### config.mk
export PLATFORM = sky130hd
export DESIGN_NAME = pipe_mips32_fwd
export DESIGN_NICKNAME = d
export VERILOG_FILES = /design/src/rtl/pipe_mips32_fwd.sv
export SDC_FILE = /design/constraint.sdc
export NUM_CORES = 2
export LEC_CHECK = 0
export BUFFER_PORTS_ARGS = -buffer_cell sky130_fd_sc_hd__buf_2
export CAP_MARGIN = 20
export CELL_PAD_IN_SITES_DETAIL_PLACEMENT = 0
export CELL_PAD_IN_SITES_GLOBAL_PLACEMENT = 2
export CORE_MARGIN = 5
export CORE_UTILIZATION = 50
export DETAILED_ROUTE_END_ITERATION = 10
export PLACE_DENSITY = 0.84
export SLEW_MARGIN = 0
export SYNTH_ARGS = -nofsm -noshare
export SYNTH_HDL_FRONTEND = slang
export SYNTH_SLANG_ARGS = --single-unit
### constraint.sdc
create_clock -name clk -period 15.75 [get_ports clk]
set_clock_uncertainty 0.2 [all_clocks]
set_input_delay 1.575 -clock clk [delete_from_list [all_inputs] [get_ports clk]]
set_output_delay 1.575 -clock clk [all_outputs]
set_load 0.05 [all_outputs]
### src/rtl/pipe_mips32_fwd.sv
// Single-clock 5-stage MIPS32 core (IF/ID/EX/MEM/WB) with EX operand forwarding,
// load-use interlock, EX-resolved branches with IF/ID flush, and sticky halt.
module pipe_mips32_fwd #(
  parameter int XLEN = 32,
  parameter int PC_W = 10,
  parameter int NREG = 32
) (
  input  logic            clk,
  input  logic            rst_n,
  output logic [PC_W-1:0] imem_addr,
  input  logic [31:0]     imem_rdata,
  output logic [PC_W-1:0] dmem_addr,
  output logic [XLEN-1:0] dmem_wdata,
  output logic            dmem_we,
  input  logic [XLEN-1:0] dmem_rdata,
  output logic            halted,
  output logic            wb_valid,
  input  logic [4:0]      dbg_raddr,
  output logic [XLEN-1:0] dbg_rdata
);
  localparam logic [5:0] OP_ADD  = 6'h00, OP_SUB  = 6'h01, OP_AND  = 6'h02, OP_OR   = 6'h03,
                         OP_SLT  = 6'h04, OP_MUL  = 6'h05, OP_LW   = 6'h08, OP_SW   = 6'h09,
                         OP_ADDI = 6'h0A, OP_SUBI = 6'h0B, OP_SLTI = 6'h0C, OP_BNEQZ = 6'h0D,
                         OP_BEQZ = 6'h0E;

  typedef struct packed {
    logic [5:0] op;
    logic [4:0] rs, rt, dst;
    logic       wr, ld, st, br, hlt, use_rs, use_rt;
  } ctl_t;

  typedef struct packed {
    logic [5:0]      op;
    logic [4:0]      rs, rt, dst;
    logic            wr, ld, st, br, hlt;
    logic [PC_W-1:0] npc;
    logic [XLEN-1:0] a, b, imm;
  } id_ex_t;

  typedef struct packed {
    logic [XLEN-1:0] alu, b;
    logic [4:0]      dst;
    logic            wr, ld, st, hlt;
  } ex_mem_t;

  typedef struct packed {
    logic [XLEN-1:0] res;
    logic [4:0]      dst;
    logic            wr, hlt;
  } mem_wb_t;

  function automatic ctl_t decode(input logic [31:0] ir);
    ctl_t c;
    c     = '0;
    c.op  = ir[31:26];
    c.rs  = ir[25:21];
    c.rt  = ir[20:16];
    c.dst = ir[20:16];
    case (ir[31:26])
      OP_ADD, OP_SUB, OP_AND, OP_OR, OP_SLT, OP_MUL: begin
        c.dst = ir[15:11]; c.wr = 1'b1; c.use_rs = 1'b1; c.use_rt = 1'b1;
      end
      OP_LW:                     begin c.wr = 1'b1; c.ld = 1'b1; c.use_rs = 1'b1; end
      OP_SW:                     begin c.st = 1'b1; c.use_rs = 1'b1; c.use_rt = 1'b1; end
      OP_ADDI, OP_SUBI, OP_SLTI: begin c.wr = 1'b1; c.use_rs = 1'b1; end
      OP_BNEQZ, OP_BEQZ:         begin c.br = 1'b1; c.use_rs = 1'b1; end
      default:                   c.hlt = 1'b1;
    endcase
    return c;
  endfunction

  logic [XLEN-1:0] regs [NREG];
  logic [PC_W-1:0] pc, ifid_npc;
  logic [31:0]     ifid_ir;
  logic [3:0]      vld_pipe;  // [0]=IF/ID [1]=ID/EX [2]=EX/MEM [3]=MEM/WB
  logic            fetch_stop;
  id_ex_t          de;
  ex_mem_t         em;
  mem_wb_t         mw;

  ctl_t            id_ctl;
  logic [XLEN-1:0] id_a, id_b, ex_a, ex_b, alu;
  logic            em_fwd_ok, mw_fwd_ok, wb_we, load_use, id_hlt, br_taken;
  logic [PC_W-1:0] br_target;

  assign id_ctl    = decode(ifid_ir);
  assign em_fwd_ok = vld_pipe[2] & em.wr & ~em.ld & (em.dst != 5'd0);
  assign mw_fwd_ok = vld_pipe[3] & mw.wr & (mw.dst != 5'd0);
  assign wb_we     = mw_fwd_ok & ~halted;

  // Register read is write-first against the instruction retiring this cycle.
  assign id_a = (id_ctl.rs == 5'd0) ? '0 : (wb_we && mw.dst == id_ctl.rs) ? mw.res : regs[id_ctl.rs];
  assign id_b = (id_ctl.rt == 5'd0) ? '0 : (wb_we && mw.dst == id_ctl.rt) ? mw.res : regs[id_ctl.rt];

  assign load_use = vld_pipe[0] & vld_pipe[1] & de.ld & (de.dst != 5'd0) &
                    ((id_ctl.use_rs & (id_ctl.rs == de.dst)) | (id_ctl.use_rt & (id_ctl.rt == de.dst)));
  assign id_hlt   = vld_pipe[0] & id_ctl.hlt;

  always_comb begin
    ex_a = de.a;
    if (em_fwd_ok && em.dst == de.rs)      ex_a = em.alu;
    else if (mw_fwd_ok && mw.dst == de.rs) ex_a = mw.res;
    ex_b = de.b;
    if (em_fwd_ok && em.dst == de.rt)      ex_b = em.alu;
    else if (mw_fwd_ok && mw.dst == de.rt) ex_b = mw.res;
  end

  always_comb begin
    alu = '0;
    case (de.op)
      OP_ADD:                alu = ex_a + ex_b;
      OP_SUB:                alu = ex_a - ex_b;
      OP_AND:                alu = ex_a & ex_b;
      OP_OR:                 alu = ex_a | ex_b;
      OP_SLT:                alu = {{(XLEN-1){1'b0}}, $signed(ex_a) < $signed(ex_b)};
      OP_MUL:                alu = ex_a * ex_b;
      OP_LW, OP_SW, OP_ADDI: alu = ex_a + de.imm;
      OP_SUBI:               alu = ex_a - de.imm;
      OP_SLTI:               alu = {{(XLEN-1){1'b0}}, $signed(ex_a) < $signed(de.imm)};
      default:               alu = '0;
    endcase
  end

  assign br_target = de.npc + de.imm[PC_W-1:0];
  assign br_taken  = vld_pipe[1] & de.br & ((de.op == OP_BEQZ) ? (ex_a == '0) : (ex_a != '0));

  assign imem_addr  = pc;
  assign dmem_addr  = em.alu[PC_W-1:0];
  assign dmem_wdata = em.b;
  assign dmem_we    = vld_pipe[2] & em.st & ~halted;
  assign wb_valid   = vld_pipe[3] & ~halted;
  assign dbg_rdata  = (dbg_raddr == 5'd0) ? '0 : regs[dbg_raddr];

  always_ff @(posedge clk or negedge rst_n) begin
    if (!rst_n) begin
      pc         <= '0;
      ifid_ir    <= '0;
      ifid_npc   <= '0;
      vld_pipe   <= '0;
      fetch_stop <= 1'b0;
      halted     <= 1'b0;
      de         <= '0;
      em         <= '0;
      mw         <= '0;
    end else if (!halted) begin
      halted      <= vld_pipe[3] & mw.hlt;
      vld_pipe[3] <= vld_pipe[2];
      mw.res      <= em.ld ? dmem_rdata : em.alu;
      mw.dst      <= em.dst;
      mw.wr       <= em.wr;
      mw.hlt      <= em.hlt;

      vld_pipe[2] <= vld_pipe[1];
      em.alu      <= alu;
      em.b        <= ex_b;
      em.dst      <= de.dst;
      em.wr       <= de.wr;
      em.ld       <= de.ld;
      em.st       <= de.st;
      em.hlt      <= de.hlt;

      vld_pipe[1] <= vld_pipe[0] & ~load_use & ~br_taken;
      de.op       <= id_ctl.op;
      de.rs       <= id_ctl.rs;
      de.rt       <= id_ctl.rt;
      de.dst      <= id_ctl.dst;
      de.wr       <= id_ctl.wr;
      de.ld       <= id_ctl.ld;
      de.st       <= id_ctl.st;
      de.br       <= id_ctl.br;
      de.hlt      <= id_ctl.hlt;
      de.npc      <= ifid_npc;
      de.a        <= id_a;
      de.b        <= id_b;
      de.imm      <= {{(XLEN-16){ifid_ir[15]}}, ifid_ir[15:0]};

      // Flush beats stall; a HLT leaving ID freezes fetch for good.
      if (br_taken) begin
        pc          <= br_target;
        vld_pipe[0] <= 1'b0;
      end else if (load_use) begin
        pc          <= pc;
      end else if (fetch_stop || id_hlt) begin
        fetch_stop  <= 1'b1;
        vld_pipe[0] <= 1'b0;
      end else begin
        pc          <= pc + 1'b1;
        ifid_ir     <= imem_rdata;
        ifid_npc    <= pc + 1'b1;
        vld_pipe[0] <= 1'b1;
      end
    end
  end

  always_ff @(posedge clk or negedge rst_n) begin
    if (!rst_n) begin
      for (int i = 0; i < NREG; i++) regs[i] <= '0;
    end else if (wb_we) begin
      regs[mw.dst] <= mw.res;
    end
  end
endmodule

==> results.py <==
metrics = {
    "run_status": {
        "status": "completed",
    },
    "setup_path": {
        "crit_path_start_kind": "register",
        "crit_family": "adder cells",
        "cp_slowest_cell": "dfrtp_1",
        "rr_worst_depth": 36,
        "critPathRequiredTime_ps": 16240,
        "cp.buffers_inverters": 9,
        "reg2reg_from": "mw[2]$_DFFE_PN0N_",
        "arrival_ps": 12100,
        "endpoint_kind": "register",
        "slowest_delay_ps": 1000,
        "cp_max_fo": 20,
        "critPathKind": "register to register",
        "critPathMostFrequentCell": "fa_1",
        "rrSetupSlack_ps": 4130,
        "reg2reg_to": "em[72]$_DFFE_PN0N_",
    },
    "sta": {
        "hold_violations": 0,
        "tightest_slew_ps": 1200,
        "fmax_mhz": 86.1,
        "setup-violations-final": 0,
        "period_share_pct": 73.7,
        "layout_min_cycle_time_ps": 11620,
        "tns_ps": 0,
        "relSlewSlack_pct": 19.8,
        "maxSlewViolCount": 0,
        "rsz0062_at_grt": "no",
        "layout_setup_ws_ps": 4130,
    },
    "die": {
        "fp.coreArea_mm2": 0.195,
        "initial_core_util_pct": 50.3,
        "io_pins": 158,
        "die_area_mm2": 0.205,
        "die_x_um": 453,
        "fp-row-count": 162,
        "die_h_um": 453,
    },
    "route": {
        "dr.pass1.iters": 5,
        "drt-met1-wl_um": 130000,
        "drtIter0Drc": 7189,
        "highest_layer": "met5",
        "vias": 68700,
        "route.detailed.drc": 0,
        "wirelength_um": 347000,
        "postRouteAntennaNets": 0,
        "wl_met3_um": 28400,
        "wl_per_cell_um": 33.5,
        "wl_met2_um": 165000,
        "via_per_inst": 6.63,
    },
    "clocking": {
        "cts-resized-gates": 0,
        "cts.sinks": 1310,
        "postCtsHoldBufs": 0,
        "worstSkewPairLatency_ps": 830,
        "postCtsSetupBuffers": 0,
        "cts_tree": "yes",
        "path_clk_slew_ps": 80,
        "htreeDepth": 4,
        "clock_path_buffers": 3,
        "cts_buffers": 152,
        "cts_root_buffer": "clkbuf_16",
    },
    "synth": {
        "ys_ff_latch": 1310,
        "avgSynthCellArea_um2": 12.5,
        "synth_sequential_area_ratio_pct": 33.4,
        "synth-edff-count": 0,
        "synth.distinct_cells": 87,
        "syn_area_mm2": 0.0980,
        "synth_cells": 7865,
        "async_flop_share_pct": 100,
        "syn_nets": 8641,
        "synth_ff_type": "dfrtp_1",
        "yosysWarnings": 0,
    },
    "pwr": {
        "power_frac_comb_pct": 32.7,
        "clkPwrFrac_pct": 31.8,
        "power_density_mw_per_mm2": 107,
        "power_frac_seq_pct": 35.5,
        "p_sw_w": 0.00440,
        "swShare_pct": 38.6,
        "p_leak_nw": 48.0,
        "ir_worst_vdd_v": 0.000111,
        "p_int_w": 0.00699,
    },
    "global_routing": {
        "grt_pass1_wl_um": 507000,
        "grt_max_degree": 178,
        "track_usage_pct": 33.9,
        "overflow": 0,
        "antenna_found_initial": 5,
        "grt_pass1_vias": 71000,
    },
    "placement": {
        "place_area_mm2": 0.101,
        "io_buffers": 157,
        "gp_congestion": 0.975,
        "dpl.hpwl_um": 222000,
        "pre_cts_ws_ps": 4220,
    },
    "cells_and_area": {
        "drive_gt1_share_pct": 36.0,
        "area_growth_pct": 8.49,
        "multiInputGateArea_mm2": 0.0607,
        "fill_cells": 16300,
        "layout.nets": 8403,
        "design_area_mm2": 0.106,
        "ff_latch_area_mm2": 0.0328,
    },
    "worst_hold_path": {
        "hold_end": "regs[1014]$_DFFE_PN0P_",
        "min-delay-start": "regs[1014]$_DFFE_PN0P_",
        "hp-class": "register to register",
        "hold_depth": 0,
    },
    "flow_run": {
        "drv_cap": 0,
    },
}
## final cells by class
cell class / instances / area share [%]
Tap cell: 2624 / 3.09
Sequential cell: 1310 / 30.9
Multi-Input combinational cell: 5281 / 57.0
Clock buffer: 219 / 4.20
Clock inverter: 48 / 0.561
Antenna cell: 2 / 0.00471
Timing Repair Buffer: 363 / 2.41
Inverter: 519 / 1.83
## synthesized netlist by cell type (7+ instances only)
cell	instances	share of area, %
o21bai_1	14	0.11
buf_2	32	0.16
a211oi_1	20	0.15
inv_2	13	0.050
or4_1	7	0.054
nand2_1	494	1.9
or3_1	15	0.096
mux4_2	960	22
a31oi_1	31	0.20
ha_1	294	3.8
mux2_2	1092	13
nor3_1	70	0.36
nand3_1	68	0.35
a21oi_1	208	1.1
xnor2_1	159	1.4
mux2i_1	156	1.6
a31o_2	8	0.071
clkbuf_2	16	0.082
nor2b_1	24	0.15
a21o_1	62	0.47
and2_1	9	0.057
a22oi_1	14	0.11
xor2_1	55	0.49
fa_1	411	8.4
and3_1	15	0.096
dfrtp_1	1310	33
a221oi_1	18	0.16
o21ai_1	11	0.056
nor4_1	35	0.22
o21ai_0	297	1.5
nor2_1	501	1.9
a21boi_0	8	0.061
nand4_1	31	0.20
xnor3_1	7	0.16
clkbuf_1	503	1.9
o22ai_1	9	0.057
buf_1	150	0.57
inv_1	492	1.9
o221ai_1	22	0.20
nand2b_1	21	0.13
o21a_1	33	0.25
clkinv_1	14	0.054
buf_4	52	0.40
## through the flow
step / utilization, % / hold WS (ps) / cells / total power [W]
2_1_floorplan: - / 229 / 7865 / 0.00643
3_3_place_gp: 51.9 / 192 / 10100 / 0.00774
3_5_place_dp: 51.9 / 202 / 10100 / 0.00777
4_1_cts: 54.5 / 215 / 10400 / 0.0114
5_1_grt: 54.5 / 226 / 10400 / 0.0118
6_report: 54.5 / 213 / 10400 / 0.0114
## worst max-delay path by stage
stage	cells past startpoint	start	slack, ps	to
6_report	36	mw[2]$_DFFE_PN0N_	4130	em[72]$_DFFE_PN0N_
4_1_cts	36	mw[2]$_DFFE_PN0N_	4190	em[72]$_DFFE_PN0N_
3_3_place_gp	36	mw[2]$_DFFE_PN0N_	4180	em[72]$_DFFE_PN0N_
3_5_place_dp	36	mw[2]$_DFFE_PN0N_	4220	em[72]$_DFFE_PN0N_
2_1_floorplan	35	em[7]$_DFFE_PN0N_	6160	em[72]$_DFFE_PN0N_
5_1_grt	36	mw[2]$_DFFE_PN0N_	3580	em[72]$_DFFE_PN0N_
## sequential cells by signal (all words and copies together) (netlist names)
| name | flops |
|---|---|
| dmem_wdata | 32 |
| ifid_ir | 32 |
| em | 31 |
| ifid_npc | 10 |
| halted | 1 |
| fetch_stop | 1 |
| de | 116 |
| regs | 1024 |
| mw | 39 |
| vld_pipe | 4 |
| dmem_addr | 10 |
| imem_addr | 10 |
## metal layers
metal / GRT usage, % / vias up
met5: 0 / -
met4: 18.7 / 4
met3: 7.04 / 903
met2: 54.7 / 3374
met1: 43.3 / 36300
li1: - / 28100
## layout by cell type, fill, tap and decap left out, types with 18 or more instances in the layout
cell type	instances
dfrtp_1	1298
mux2_2	1092
mux4_2	960
inv_1	492
nor2_1	487
nand2_1	482
fa_1	411
o21ai_0	295
ha_1	294
a21oi_1	204
buf_4	196
xnor2_1	159
mux2i_1	156
clkbuf_16	155
buf_2	151
nor3_1	65
nand3_1	64
a21o_1	62
xor2_1	55
clkbuf_8	35
o21a_1	33
nor4_1	32
nand4_1	31
clkbuf_1	29
clkinv_2	25
nor2b_1	23
o221ai_1	22
nand2b_1	21
a211oi_1	19
a221oi_1	18
## kinds of logic (layout without fill, tap and decap cells)
family	after synthesis	count (layout)	share of synthesized area (%)
compound gates	819	819	5.08
xor+xnor	222	222	2.09
other cells	0	2	0
mux	2208	2208	36.2
flops	1310	1310	33.4
buf+inv	1274	1149	5.15
simple gates	1327	1327	5.89
fa+ha+maj	705	705	12.1
## worst register-to-register path, delay by kind of cell, from the launching register on
kind | cells | cell delay (ps)
xor gates and xnor gates | 2 | 560
and+or+nand+nor | 5 | 1800
AOI/OAI and AO/OA | 9 | 1670
muxes | 1 | 330
DFF | 1 | 1000
buffers and inverters | 9 | 1540
adders and majority gates | 10 | 4420
## power groups by stage
stage | combinational [W] | clock, W | sequential [W]
after global placement | 0.00362 | 0 | 0.00412
final | 0.00372 | 0.00362 | 0.00404
after global routing | 0.00394 | 0.00381 | 0.00407
after floorplan | 0.00268 | 0 | 0.00375
after detailed placement | 0.00366 | 0 | 0.00411
after CTS | 0.00367 | 0.00368 | 0.00405
No activity file was read; power rests on OpenSTA's default activity.
